`config.mk`:
```
export PLATFORM = sky130hd
export DESIGN_NAME = ad9363_tx_scheduler
export DESIGN_NICKNAME = d
export VERILOG_FILES = /design/src/rtl/ad9363_tx_scheduler.sv
export SDC_FILE = /design/constraint.sdc
export NUM_CORES = 1
export LEC_CHECK = 0
export ABC_CLOCK_PERIOD_IN_PS = 8600
export CORE_UTILIZATION = 30
export CTS_BUF_LIST = sky130_fd_sc_hd__clkbuf_8
export DETAILED_ROUTE_END_ITERATION = 6
export PLACE_DENSITY_LB_ADDON = 0.25
export SYNTH_ARGS = -nofsm -noshare
export SYNTH_HDL_FRONTEND = slang
export SYNTH_SLANG_ARGS = --single-unit
```
`constraint.sdc`:
```
create_clock -name fb_clk -period 8.6 [get_ports fb_clk]
set_input_delay 1.72 -clock fb_clk [delete_from_list [all_inputs] [get_ports fb_clk]]
set_output_delay 1.72 -clock fb_clk [all_outputs]
set_load 0.02 [all_outputs]
```
`src/rtl/ad9363_tx_scheduler.sv`:
```
// ---------------------------------------------------------------------------
// ad9363_tx_scheduler
//   Sample scheduler in front of the AD9363 LVDS TX serializer. It buffers I/Q
//   words from a valid/ready stream, or generates a ramp, and strobes
//   dac_valid at the serializer's consumption cadence: every 2 cycles in
//   1R1T and every 4 cycles in 2R2T. The TX mode is latched when a burst
//   starts, and empty-FIFO issue slots are counted as underflows.
//
// Ports
//   fb_clk, rst_n        feedback clock (rising edge), async active-low reset
//   enable               run request (level)
//   mode_1r1t            requested mode (1 = 1R1T), latched when leaving IDLE
//   src_sel              sample source per issue: 0 = FIFO, 1 = ramp
//   flush                empties the FIFO; acted on only in IDLE
//   s_valid/s_ready      stream handshake; s_ready = !full
//   s_data[47:0]         {i0, q0, i1, q1}, 12 bits each
//   underflow_clr        clears underflow_cnt; wins over a same-cycle underflow
//   mode_1r1t_out        latched mode for the TX interface
//   dac_valid            one-cycle sample strobe
//   dac_data_i0/q0/i1/q1 sample data, held between strobes
//   underflow_cnt[15:0]  saturating underflow count
//   busy                 high whenever the scheduler is not IDLE
// ---------------------------------------------------------------------------
module ad9363_tx_scheduler #(
    parameter int FIFO_DEPTH = 8
) (
    input  logic        fb_clk,
    input  logic        rst_n,
    input  logic        enable,
    input  logic        mode_1r1t,
    input  logic        src_sel,
    input  logic        flush,
    input  logic        s_valid,
    output logic        s_ready,
    input  logic [47:0] s_data,
    input  logic        underflow_clr,
    output logic        mode_1r1t_out,
    output logic        dac_valid,
    output logic [11:0] dac_data_i0,
    output logic [11:0] dac_data_q0,
    output logic [11:0] dac_data_i1,
    output logic [11:0] dac_data_q1,
    output logic [15:0] underflow_cnt,
    output logic        busy
);

    localparam int AW = $clog2(FIFO_DEPTH);

    localparam logic [AW:0]   CNT_FULL = (AW + 1)'(FIFO_DEPTH);
    localparam logic [AW:0]   CNT_HALF = (AW + 1)'(FIFO_DEPTH / 2);
    localparam logic [AW:0]   CNT_ONE  = (AW + 1)'(1);
    localparam logic [AW-1:0] PTR_ONE  = AW'(1);

    localparam logic [1:0] ST_IDLE  = 2'd0;
    localparam logic [1:0] ST_PRIME = 2'd1;
    localparam logic [1:0] ST_RUN   = 2'd2;

    logic [1:0]    state_q, state_d;
    logic [1:0]    slot_q, slot_d;
    logic [11:0]   ramp_q, ramp_d;
    logic          mode_q, mode_d;
    logic [AW:0]   count_q, count_d;
    logic [AW-1:0] wr_ptr_q, wr_ptr_d;
    logic [AW-1:0] rd_ptr_q, rd_ptr_d;
    logic [47:0]   mem_q [FIFO_DEPTH];
    logic          dac_valid_q;
    logic [47:0]   dac_word_q;
    logic [15:0]   underflow_cnt_q, underflow_d;

    logic          fifo_empty, flush_eff, push, pop, issue, last_slot, underflow_ev;
    logic [11:0]   ramp_hi;
    logic [47:0]   issue_word;

    // ---------------- FIFO handshake and issue decode ----------------------
    assign fifo_empty   = (count_q == '0);
    assign s_ready      = (count_q != CNT_FULL);
    assign flush_eff    = flush && (state_q == ST_IDLE);
    assign push         = s_valid && s_ready && !flush_eff;
    assign issue        = (state_q == ST_RUN) && (slot_q == 2'd0);
    // Emptiness comes from the registered count, so a word written this cycle
    // is not visible to a pop until the next one.
    assign pop          = issue && !src_sel && !fifo_empty;
    assign underflow_ev = issue && !src_sel && fifo_empty;
    assign last_slot    = (slot_q == (mode_q ? 2'd1 : 2'd3));

    // ---------------- Scheduler state machine -----------------------------
    // NOTE: every signal assigned in an always_comb gets a default first, so
    // no path can leave it unassigned and infer a latch.
    always_comb begin
        state_d = state_q;
        slot_d  = slot_q;
        ramp_d  = ramp_q;
        mode_d  = mode_q;
        unique case (state_q)
            ST_IDLE: begin
                slot_d = 2'd0;
                ramp_d = 12'd0;
                if (enable) begin
                    mode_d  = mode_1r1t;
                    state_d = ST_PRIME;
                end
            end
            ST_PRIME: begin
                if (!enable) begin
                    state_d = ST_IDLE;
                end else if (src_sel || (count_q >= CNT_HALF)) begin
                    state_d = ST_RUN;
                end
            end
            ST_RUN: begin
                slot_d = last_slot ? 2'd0 : slot_q + 2'd1;
                // Stopping only at the last slot lets a committed issue
                // finish its full period.
                if (!enable && last_slot) begin
                    state_d = ST_IDLE;
                end
            end
            default: state_d = ST_IDLE;
        endcase
        if (issue && src_sel) begin
            ramp_d = ramp_q + 12'd1;
        end
    end

    // ---------------- FIFO pointers / count -------------------------------
    always_comb begin
        wr_ptr_d = wr_ptr_q;
        rd_ptr_d = rd_ptr_q;
        count_d  = count_q;
        if (flush_eff) begin
            wr_ptr_d = '0;
            rd_ptr_d = '0;
            count_d  = '0;
        end else begin
            if (push) wr_ptr_d = wr_ptr_q + PTR_ONE;
            if (pop)  rd_ptr_d = rd_ptr_q + PTR_ONE;
            unique case ({push, pop})
                2'b10:   count_d = count_q + CNT_ONE;
                2'b01:   count_d = count_q - CNT_ONE;
                default: count_d = count_q;
            endcase
        end
    end

    // ---------------- Issue data and underflow counter --------------------
    always_comb begin
        ramp_hi = ramp_q + 12'h800;
        if (src_sel) begin
            issue_word = {ramp_q, ~ramp_q, ramp_hi, ~ramp_hi};
        end else if (!fifo_empty) begin
            issue_word = mem_q[rd_ptr_q];
        end else begin
            issue_word = '0;
        end

        underflow_d = underflow_cnt_q;
        if (underflow_clr) begin
            underflow_d = '0;
        end else if (underflow_ev && (underflow_cnt_q != 16'hFFFF)) begin
            underflow_d = underflow_cnt_q + 16'd1;
        end
    end

    // NOTE: the storage array has no reset; stale contents are never read
    // because the count and pointers are reset, and a reset-free array maps
    // onto plain RAM.
    always_ff @(posedge fb_clk) begin
        if (push) begin
            mem_q[wr_ptr_q] <= s_data;
        end
    end

    // NOTE: sequential state uses non-blocking assignments only, so every
    // register samples the values from before the edge.
    always_ff @(posedge fb_clk or negedge rst_n) begin
        if (!rst_n) begin
            state_q         <= ST_IDLE;
            slot_q          <= 2'd0;
            ramp_q          <= 12'd0;
            mode_q          <= 1'b0;
            count_q         <= '0;
            wr_ptr_q        <= '0;
            rd_ptr_q        <= '0;
            dac_valid_q     <= 1'b0;
            dac_word_q      <= '0;
            underflow_cnt_q <= '0;
        end else begin
            state_q         <= state_d;
            slot_q          <= slot_d;
            ramp_q          <= ramp_d;
            mode_q          <= mode_d;
            count_q         <= count_d;
            wr_ptr_q        <= wr_ptr_d;
            rd_ptr_q        <= rd_ptr_d;
            dac_valid_q     <= issue;
            underflow_cnt_q <= underflow_d;
            if (issue) begin
                dac_word_q <= issue_word;
            end
        end
    end

    // ---------------- Outputs ---------------------------------------------
    assign mode_1r1t_out = mode_q;
    assign dac_valid     = dac_valid_q;
    assign dac_data_i0   = dac_word_q[47:36];
    assign dac_data_q0   = dac_word_q[35:24];
    assign dac_data_i1   = dac_word_q[23:12];
    assign dac_data_q1   = dac_word_q[11:0];
    assign underflow_cnt = underflow_cnt_q;
    assign busy          = (state_q != ST_IDLE);

endmodule

```
==> run summary, run 1 <==
- **number of global-route vias before repair** 11,160
- **arrival time at the worst endpoint** 2.68 ns
- **DRC violations left** 0
- **flip-flop and latch count after synthesis** 476
- **number of slew-limit violations in the final report** 0
- **# Max-Cap Violations** 0
- **portion of the clock cycle consumed by the worst path in the final layout** 51.12%
- **TritonCTS Sinks** 476
- **Hold Path Class** reg -> reg
- **maximum number of pins on one net before global-route repair** 62
- **Ys Warns** 0
- **vias after detailed routing** 11,130
- **launch instance of the worst register-to-register path** rd_ptr_q[1]
- **startpoint kind of the worst setup timing path** flip-flop
- **largest fanout of any net on the critical path** 9
- **H-Tree Depth** 3
- **Die Y** 253.1 um
- **Post-synth EDFFs** 384
- **violation count after the first detailed-route iteration** 802
- **final routed wirelength across all metal layers** 48.53 mm
- **Critical Path RT** 6.88 ns
- **clock root buffer master** sky130_fd_sc_hd__clkbuf_8
- **ANT nets after route** 0
- **clk_skew** 0.03602 ns
- **delay contributed by the slowest stage of the critical path** 0.73 ns
- **I/O pin total** 124
- **relative slew slack** 11.68%
- **start-to-end type of the worst setup path** reg -> out
- **number of setup violations in the final report** 0
- **final non-filler cell area** 22,710 um2
- **area inside the core boundary** 62,050 um2
- **number of hold-slack violations in the final timing report** 0
- **mean instance size in the synthesized netlist** 15.43 um2
- **Post CTS Setup Buffer Count** 0
- **final cell count without fillers** 2,292
- **fraction of final layout cells with drive strength greater than 1** 10.52%
- **RSZ-0062 raised after global routing** false
- **residual overflow from global routing** 0
- **initial core utilization** 30.48%
- **number of buffers added on ports** 123
- **Reg2Reg Setup Slack** 5.06 ns
- **destination of the worst hold path** ramp_q[10]
- **die boundary width** 253.1 um
- **worst hold margin** 0.5117 ns
- **post-synthesis sequential area ratio** 73.14%
- **Leakage** 7.330 nW
- **clock latency on the worst-skew pair** 0.66 ns
- **gate count of the mapped netlist** 1,226
- **mean routed wirelength per cell** 21.17 um
- **netlist area before placement** 18,910 um2
- **number of cells after detailed placement** 2,139
- **worst slew pin tran** 1.322 ns
- **number of iterations in the first detailed-routing pass** 5
- **Post-CTS Hold Buffers** 0
- **die area** 64,060 um2
- **Resized cells post-CTS** 0
- **row count** 91
- **shortest period the worst path allows** 4.397 ns
- **clock tree from TritonCTS** yes
- **result of the run** completed
- **maximum vdd ir drop** 0.1202 mV
- **Inserted Clock Buffers** 82
- **initial antenna violation count** 4
- **filler cell count in the final layout** 5,868
- **flip-flop cell with the highest count after synthesis** sky130_fd_sc_hd__edfxtp_1
- **list of cells traversed by the critical path** nor2_1, clkinv_1, clkdlybuf4s50_1
- **Total Negative Setup Slacks** 0 ns
- **clock tree buffer depth** 3
- **Post-Syn Nets** 1,289
- **Final GP Congestion** 0.7863
- **Hold Crit Start** ramp_q[10]
- **post-synth cell types** 48
- **global-route wire length before repair** 72.30 mm
- **critical path capture point type** output pin
- **routed via count divided by cell count** 4.855
- **Hold Path Depth** 1
- **PwrDens** 284.5 nW/um2
- **Nets** 1,449
- **layout-stage area growth over the synthesis result** 20.04%
- **sum of net half-perimeters after detailed placement** 27.12 mm
- **CTS clock-pin slew for the worst setup and hold paths** 0.05 ns
- **end of the worst register-to-register path** dac_word_q[36]
- **cell depth of the worst flop-to-flop path** 6
- **GRT Overall Usage** 15.31%
- **fmax** 227.4 MHz
- **Async SR Flop Fraction** 19.33%
- **placed inst area** 21,180 um2
- **slowest CP cell** sky130_fd_sc_hd__clkdlybuf4s50_1
[worst max path at each step]
stage,start,to,slack (ns),cells after the start
floorplan,s_valid,mem_q[0][0],1.31,3
global placement,src_sel,count_q[3],4.24,9
detailed placement,src_sel,count_q[3],4.24,9
CTS,state_q[0],busy,4.19,3
global route,state_q[0],busy,4.06,3
finish,state_q[0],busy,4.20,3
[cell type report]
class	count	area, um2	area share, %
inverter	21	78.83	0.3472
multi-input combinational	660	4821	21.23
antenna	1	2.502	0.01102
tap	837	1047	4.612
clock buffer	87	1197	5.274
timing repair buffer	145	1394	6.139
clock inverter	65	327.8	1.444
sequential	476	13840	60.94
[cells by family (layout without fill, tap and decap cells)]
logic type | after synthesis | after routing | synth area share [%]
DFF | 476 | 476 | 73.14
and+or+nand+nor | 234 | 234 | 6.013
muxes | 209 | 209 | 11.10
AOI/OAI and AO/OA | 204 | 204 | 7.171
buffers and inverters | 90 | 318 | 1.839
adders and majority gates | 7 | 7 | 0.4630
xor gates and xnor gates | 6 | 6 | 0.2778
other | 0 | 1 | 0
[synthesized netlist by cell type, drive strengths merged, types with 2 or more instances]
cell type	count	area, um2
dfrtp	92	2302
and3	2	12.51
o31ai	9	67.56
or2	3	18.77
a22oi	96	720.7
inv	20	75.07
o211ai	2	15.01
xor2	5	43.79
nor2	65	244.0
o311ai	2	17.52
or4	8	63.81
mux2	6	67.56
mux2i	203	2032
nand3	61	305.3
nor2b	9	56.30
or4b	2	20.02
nand4	6	37.54
nor3	10	50.05
nor4	6	37.54
clkbuf	49	183.9
nor3b	2	15.01
a31oi	26	162.7
or3	6	37.54
ha	7	87.58
o41ai	2	17.52
buf	20	85.08
edfxtp	384	11530
o21ai	12	60.06
a211oi	2	15.01
a21oi	48	240.2
nand2b	4	25.02
nand2	45	168.9
[power breakdown]
| group | total (mW) | switching (mW) | leakage (nW) | internal (mW) |
|---|---|---|---|---|
| registers | 3.06 | 0.205 | 4.61 | 2.86 |
| clock network | 1.89 | 0.912 | 0.907 | 0.975 |
| logic | 1.51 | 0.962 | 1.81 | 0.547 |
| total | 6.46 | 2.08 | 7.33 | 4.38 |
[sequential cells by signal, indices dropped and copies added (netlist names)]
| register | cells |
|---|---|
| mem_q | 384 |
| slot_q | 2 |
| state_q | 2 |
| wr_ptr_q | 3 |
| dac_word_q | 48 |
| count_q | 4 |
| ramp_q | 12 |
| underflow_cnt | 16 |
| rd_ptr_q | 3 |
| mode_1r1t_out | 1 |
| dac_valid | 1 |
[metrics by stage]
stage,util [%],setup WS (ns),power (mW)
6_report,36.59,4.203,6.460
2_1_floorplan,-,1.306,3.895
4_1_cts,36.59,4.188,6.549
3_5_place_dp,34.13,4.236,4.633
3_3_place_gp,34.13,4.242,4.620
5_1_grt,36.59,4.058,6.783
[per-layer routing]
metal	global-route usage, %	share of wire, %	vias up
met3	3.731	6.2	87
met1	21.54	47	5589
met5	0	0.072	-
met4	4.693	2.0	6
li1	-	-	5112
met2	23.19	45	333
[layout by cell type, fill, tap and decap left out, types with 3 or more instances in the layout]
master	synthesis	final
sky130_fd_sc_hd__a21oi_1	48	48
sky130_fd_sc_hd__a22oi_1	96	96
sky130_fd_sc_hd__a31oi_1	26	26
sky130_fd_sc_hd__buf_4	0	23
sky130_fd_sc_hd__clkbuf_8	0	87
sky130_fd_sc_hd__clkdlybuf4s50_1	0	122
sky130_fd_sc_hd__clkinv_1	1	15
sky130_fd_sc_hd__clkinv_2	0	10
sky130_fd_sc_hd__dfrtp_1	92	91
sky130_fd_sc_hd__edfxtp_1	384	384
sky130_fd_sc_hd__ha_1	7	7
sky130_fd_sc_hd__inv_1	20	53
sky130_fd_sc_hd__mux2_2	5	5
sky130_fd_sc_hd__mux2i_1	203	203
sky130_fd_sc_hd__nand2_1	45	45
sky130_fd_sc_hd__nand2b_1	4	4
sky130_fd_sc_hd__nand3_1	61	61
sky130_fd_sc_hd__nand4_1	6	6
sky130_fd_sc_hd__nor2_1	65	60
sky130_fd_sc_hd__nor2_4	0	5
sky130_fd_sc_hd__nor2b_1	9	7
sky130_fd_sc_hd__nor3_1	10	6
sky130_fd_sc_hd__nor3_2	0	4
sky130_fd_sc_hd__nor4_1	6	4
sky130_fd_sc_hd__o21ai_0	12	12
sky130_fd_sc_hd__o31ai_1	9	9
sky130_fd_sc_hd__or2_2	3	3
sky130_fd_sc_hd__or3_1	6	6
sky130_fd_sc_hd__or4_1	7	7
sky130_fd_sc_hd__xor2_1	5	5
[critical path, delay by kind of cell (launching register included)]
kind                   cells  cell delay, ns
buffers and inverters      2            1.13
DFF                        1            0.47
and+or+nand+nor            1            0.43
Power figures use the tool's default switching activity.
==> run 2: changes to the inputs <==
--- a/config.mk
+++ b/config.mk
@@ -5,7 +5,7 @@
 export SDC_FILE = /design/constraint.sdc
 export NUM_CORES = 1
 export LEC_CHECK = 0
-export ABC_CLOCK_PERIOD_IN_PS = 8600
+export ABC_CLOCK_PERIOD_IN_PS = 4200
 export CORE_UTILIZATION = 30
 export CTS_BUF_LIST = sky130_fd_sc_hd__clkbuf_8
 export DETAILED_ROUTE_END_ITERATION = 6
==> constraint.sdc (replaced) <==
create_clock -name fb_clk -period 4.2 [get_ports fb_clk]
set_input_delay 0.84 -clock fb_clk [delete_from_list [all_inputs] [get_ports fb_clk]]
set_output_delay 0.84 -clock fb_clk [all_outputs]
set_load 0.02 [all_outputs]
==> run 2 against run 1 <==
- worst hold slack worse by 0.22 ns
- critical path type unchanged
- utilization grew 0.62 points
- register-to-register slack got worse by 3.7 ns
- sequential power up 110%
- clock skew increased by 0.0029 ns
- die area unchanged
- non-clock buffer count is 9 higher
- critical path depth fell by 1
- routed wire length fell by 0.39%
- largest power group unchanged
- flip-flop and latch count is the same
- combinational power up 110%
- worst setup slack lost 3.3 ns
==> run summary, run 2 (synthesis results as in run 1) <==
- **startpoint kind of the worst setup timing path** flip-flop
- **maximum vdd ir drop** 0.2433 mV, +100%
- **global-route wire length before repair** 72.46 mm, +0.22%
- **TritonCTS Sinks** 476, unchanged
- **met2 Resource Use GR** 24.14%, +0.95 points
- **ANT nets after route** 0, unchanged
- **highest-count cells in the layout ignoring fill and taps** sky130_fd_sc_hd__edfxtp_1, sky130_fd_sc_hd__mux2i_1, sky130_fd_sc_hd__clkdlybuf4s50_1
- **violation count after the first detailed-route iteration** 674, -16%
- **number of buffers added on ports** 123, unchanged
- **relative slew slack** 18.24%, +6.6 points
- **Internal Power** 9.294 mW, +110%
- **clock latency on the worst-skew pair** 0.65 ns, about the same
- **net switching power of the design** 4.310 mW, +110%
- **clk_skew** 0.03897 ns, +0.002946 ns
- **part of the total power dissipated in the clock network** 30.5%, +1.3 points
- **Nets** 1,459, +0.69%
- **number of global-route vias before repair** 11,310, +1.3%
- **dominant delay contributor by cell family on the critical path** simple AND/OR/NAND/NOR gates
- **commonest non-fill, non-tap cell in the layout** sky130_fd_sc_hd__edfxtp_1
- **I/O pin total** 124, unchanged
- **result of the run** completed
- **post-layout worst setup margin** 0.9095 ns, -3.294 ns
- **# Max-Cap Violations** 0, unchanged
- **clock tree buffer depth** 3, unchanged
- **pre-CTS setup slack** 0.8688 ns, -3.367 ns
- **Switching Fraction** 31.68%, -0.52 points
- **final routed wirelength across all metal layers** 48.34 mm, -0.39%
- **RSZ-0062 raised after global routing** false
- **die boundary width** 253.1 um, unchanged
- **Final GP Congestion** 0.8067, +2.6%
- **critical path capture point type** output pin
- **initial core utilization** 30.48%, unchanged
- **H-Tree Depth** 3, unchanged
- **routed via count divided by cell count** 4.825, -0.61%
- **part of the total power dissipated in combinational logic** 23.4%, about the same
- **row count** 91, unchanged
- **fmax** 303.9 MHz
- **Leakage** 7.475 nW, +2.0%
- **die area** 64,060 um2, unchanged
- **Total Negative Setup Slacks** 0 ns, unchanged
- **fraction of final layout cells with drive strength greater than 1** 11.79%, +1.3 points
- **vias after detailed routing** 11,120, -0.045%
- **sequential share of power** 46.2%, -1.2 points
- **slowest CP cell** sky130_fd_sc_hd__or4b_1
- **delay contributed by the slowest stage of the critical path** 0.72 ns, about the same
- **flip-flop count of the largest register after layout** 384, unchanged
- **Reg with most FFs** mem_q
- **met3 usage in global routing** 3.310%, -0.42 points
- **number of iterations in the first detailed-routing pass** 5, unchanged
- **number of setup violations in the final report** 0, unchanged
- **final core area utilization** 37.21%, +0.62 points
- **number of slew-limit violations in the final report** 0, unchanged
- **mean routed wirelength per cell** 20.97 um, -0.96%
- **PwrDens** 589.2 nW/um2, +110%
- **largest fanout of any net on the critical path** 9, unchanged
- **area inside the core boundary** 62,050 um2, unchanged
- **GRT met1 Usage** 21.05%, -0.49 points
- **initial antenna violation count** 2, -2
- **worst hold margin** 0.2905 ns, -0.2213 ns
- **portion of the clock cycle consumed by the worst path in the final layout** 78.34%
- **clock tree from TritonCTS** yes
- **start-to-end type of the worst setup path** reg -> out
- **routing layer with the top usage in global route** met2
- **DRC violations left** 0, unchanged
- **GRT Overall Usage** 15.30%, about the same
- **clock root buffer master** sky130_fd_sc_hd__clkbuf_8
- **residual overflow from global routing** 0, unchanged
- **Resized cells post-CTS** 0, unchanged
- **Die Y** 253.1 um, unchanged
- **arrival time at the worst endpoint** 2.45 ns, -0.23 ns
- **shortest period the worst path allows** 3.290 ns
- **CTS clock-pin slew for the worst setup and hold paths** 0.06 ns, about the same
- **number of buffers and inverters on the critical path** 1, -1
- **Hold Path Class** in -> async
- **Critical Path RT** 3.36 ns, -3.52 ns
- **number of hold-slack violations in the final timing report** 0, unchanged
- **power consumption** 13.60 mW, +110%
- **maximum number of pins on one net before global-route repair** 57, -8.1%
- **layout-stage area growth over the synthesis result** 22.07%
- **Inserted Clock Buffers** 83, +1.2%
- **list of cells traversed by the critical path** or4b_1, clkdlybuf4s50_1
- **Post-CTS Hold Buffers** 0, unchanged
- **Post CTS Setup Buffer Count** 0, unchanged
- **sum of net half-perimeters after detailed placement** 27.74 mm, +2.3%
- **worst slew pin tran** 1.224 ns, -0.09809 ns
-- run 2: cell types whose count changed in the layout (fill, tap and decap cells not counted), sizes merged --
cell	change
inv	-3
clkinvlp	+1
buf	+9
bufinv	+1
clkinv	-5
clkbuf	+10
-- run 2: through the flow --
step / instance area [um2] / cells
detailed placement: 21420 / 2148
CTS: 23090 / 2304
finish: 23090 / 2305
global placement: 21420 / 2148
floorplan: 18930 / 1226
global route: 23090 / 2305
-- run 2: layout make-up --
class / count / area, um2
fill: 5856 / 38960
sequential: 476 / 13840
multi-input combinational: 660 / 4835
timing repair buffer: 154 / 1624
clock buffer: 97 / 1335
tap: 837 / 1047
clock inverter: 59 / 330.3
inverter: 21 / 78.83
antenna: 1 / 2.502
-- run 2: worst paths after layout --
kind                             from        endpoint  slack [ns]  cells past startpoint
max                        count_q[1]         s_ready        0.91                      2
min                             rst_n  dac_word_q[36]        0.29                      1
max reg2reg                count_q[1]      count_q[3]        1.32                      7
min reg2reg                ramp_q[10]      ramp_q[10]        0.51                      1
max in group asynchronous       rst_n   dac_word_q[8]        3.07                      2
min in group fb_clk        ramp_q[10]      ramp_q[10]        0.51                      1
-- run 2: layer usage --
metal | up-vias | part of all wire [%] | wire length (um)
met5 | - | 0.029 | 14
met2 | 283 | 47 | 22730
met3 | 69 | 5.1 | 2474
met1 | 5648 | 46 | 22190
met4 | 2 | 1.9 | 926
li1 | 5120 | - | -
-- run 2: power groups by stage --
stage / clock network, mW / logic (mW) / registers (mW)
after global placement: 0 / 3.19 / 6.36
final: 4.14 / 3.18 / 6.28
after floorplan: 0 / 1.47 / 6.50
after global routing: 4.48 / 3.47 / 6.35
after CTS: 4.28 / 3.24 / 6.28
after detailed placement: 0 / 3.23 / 6.37
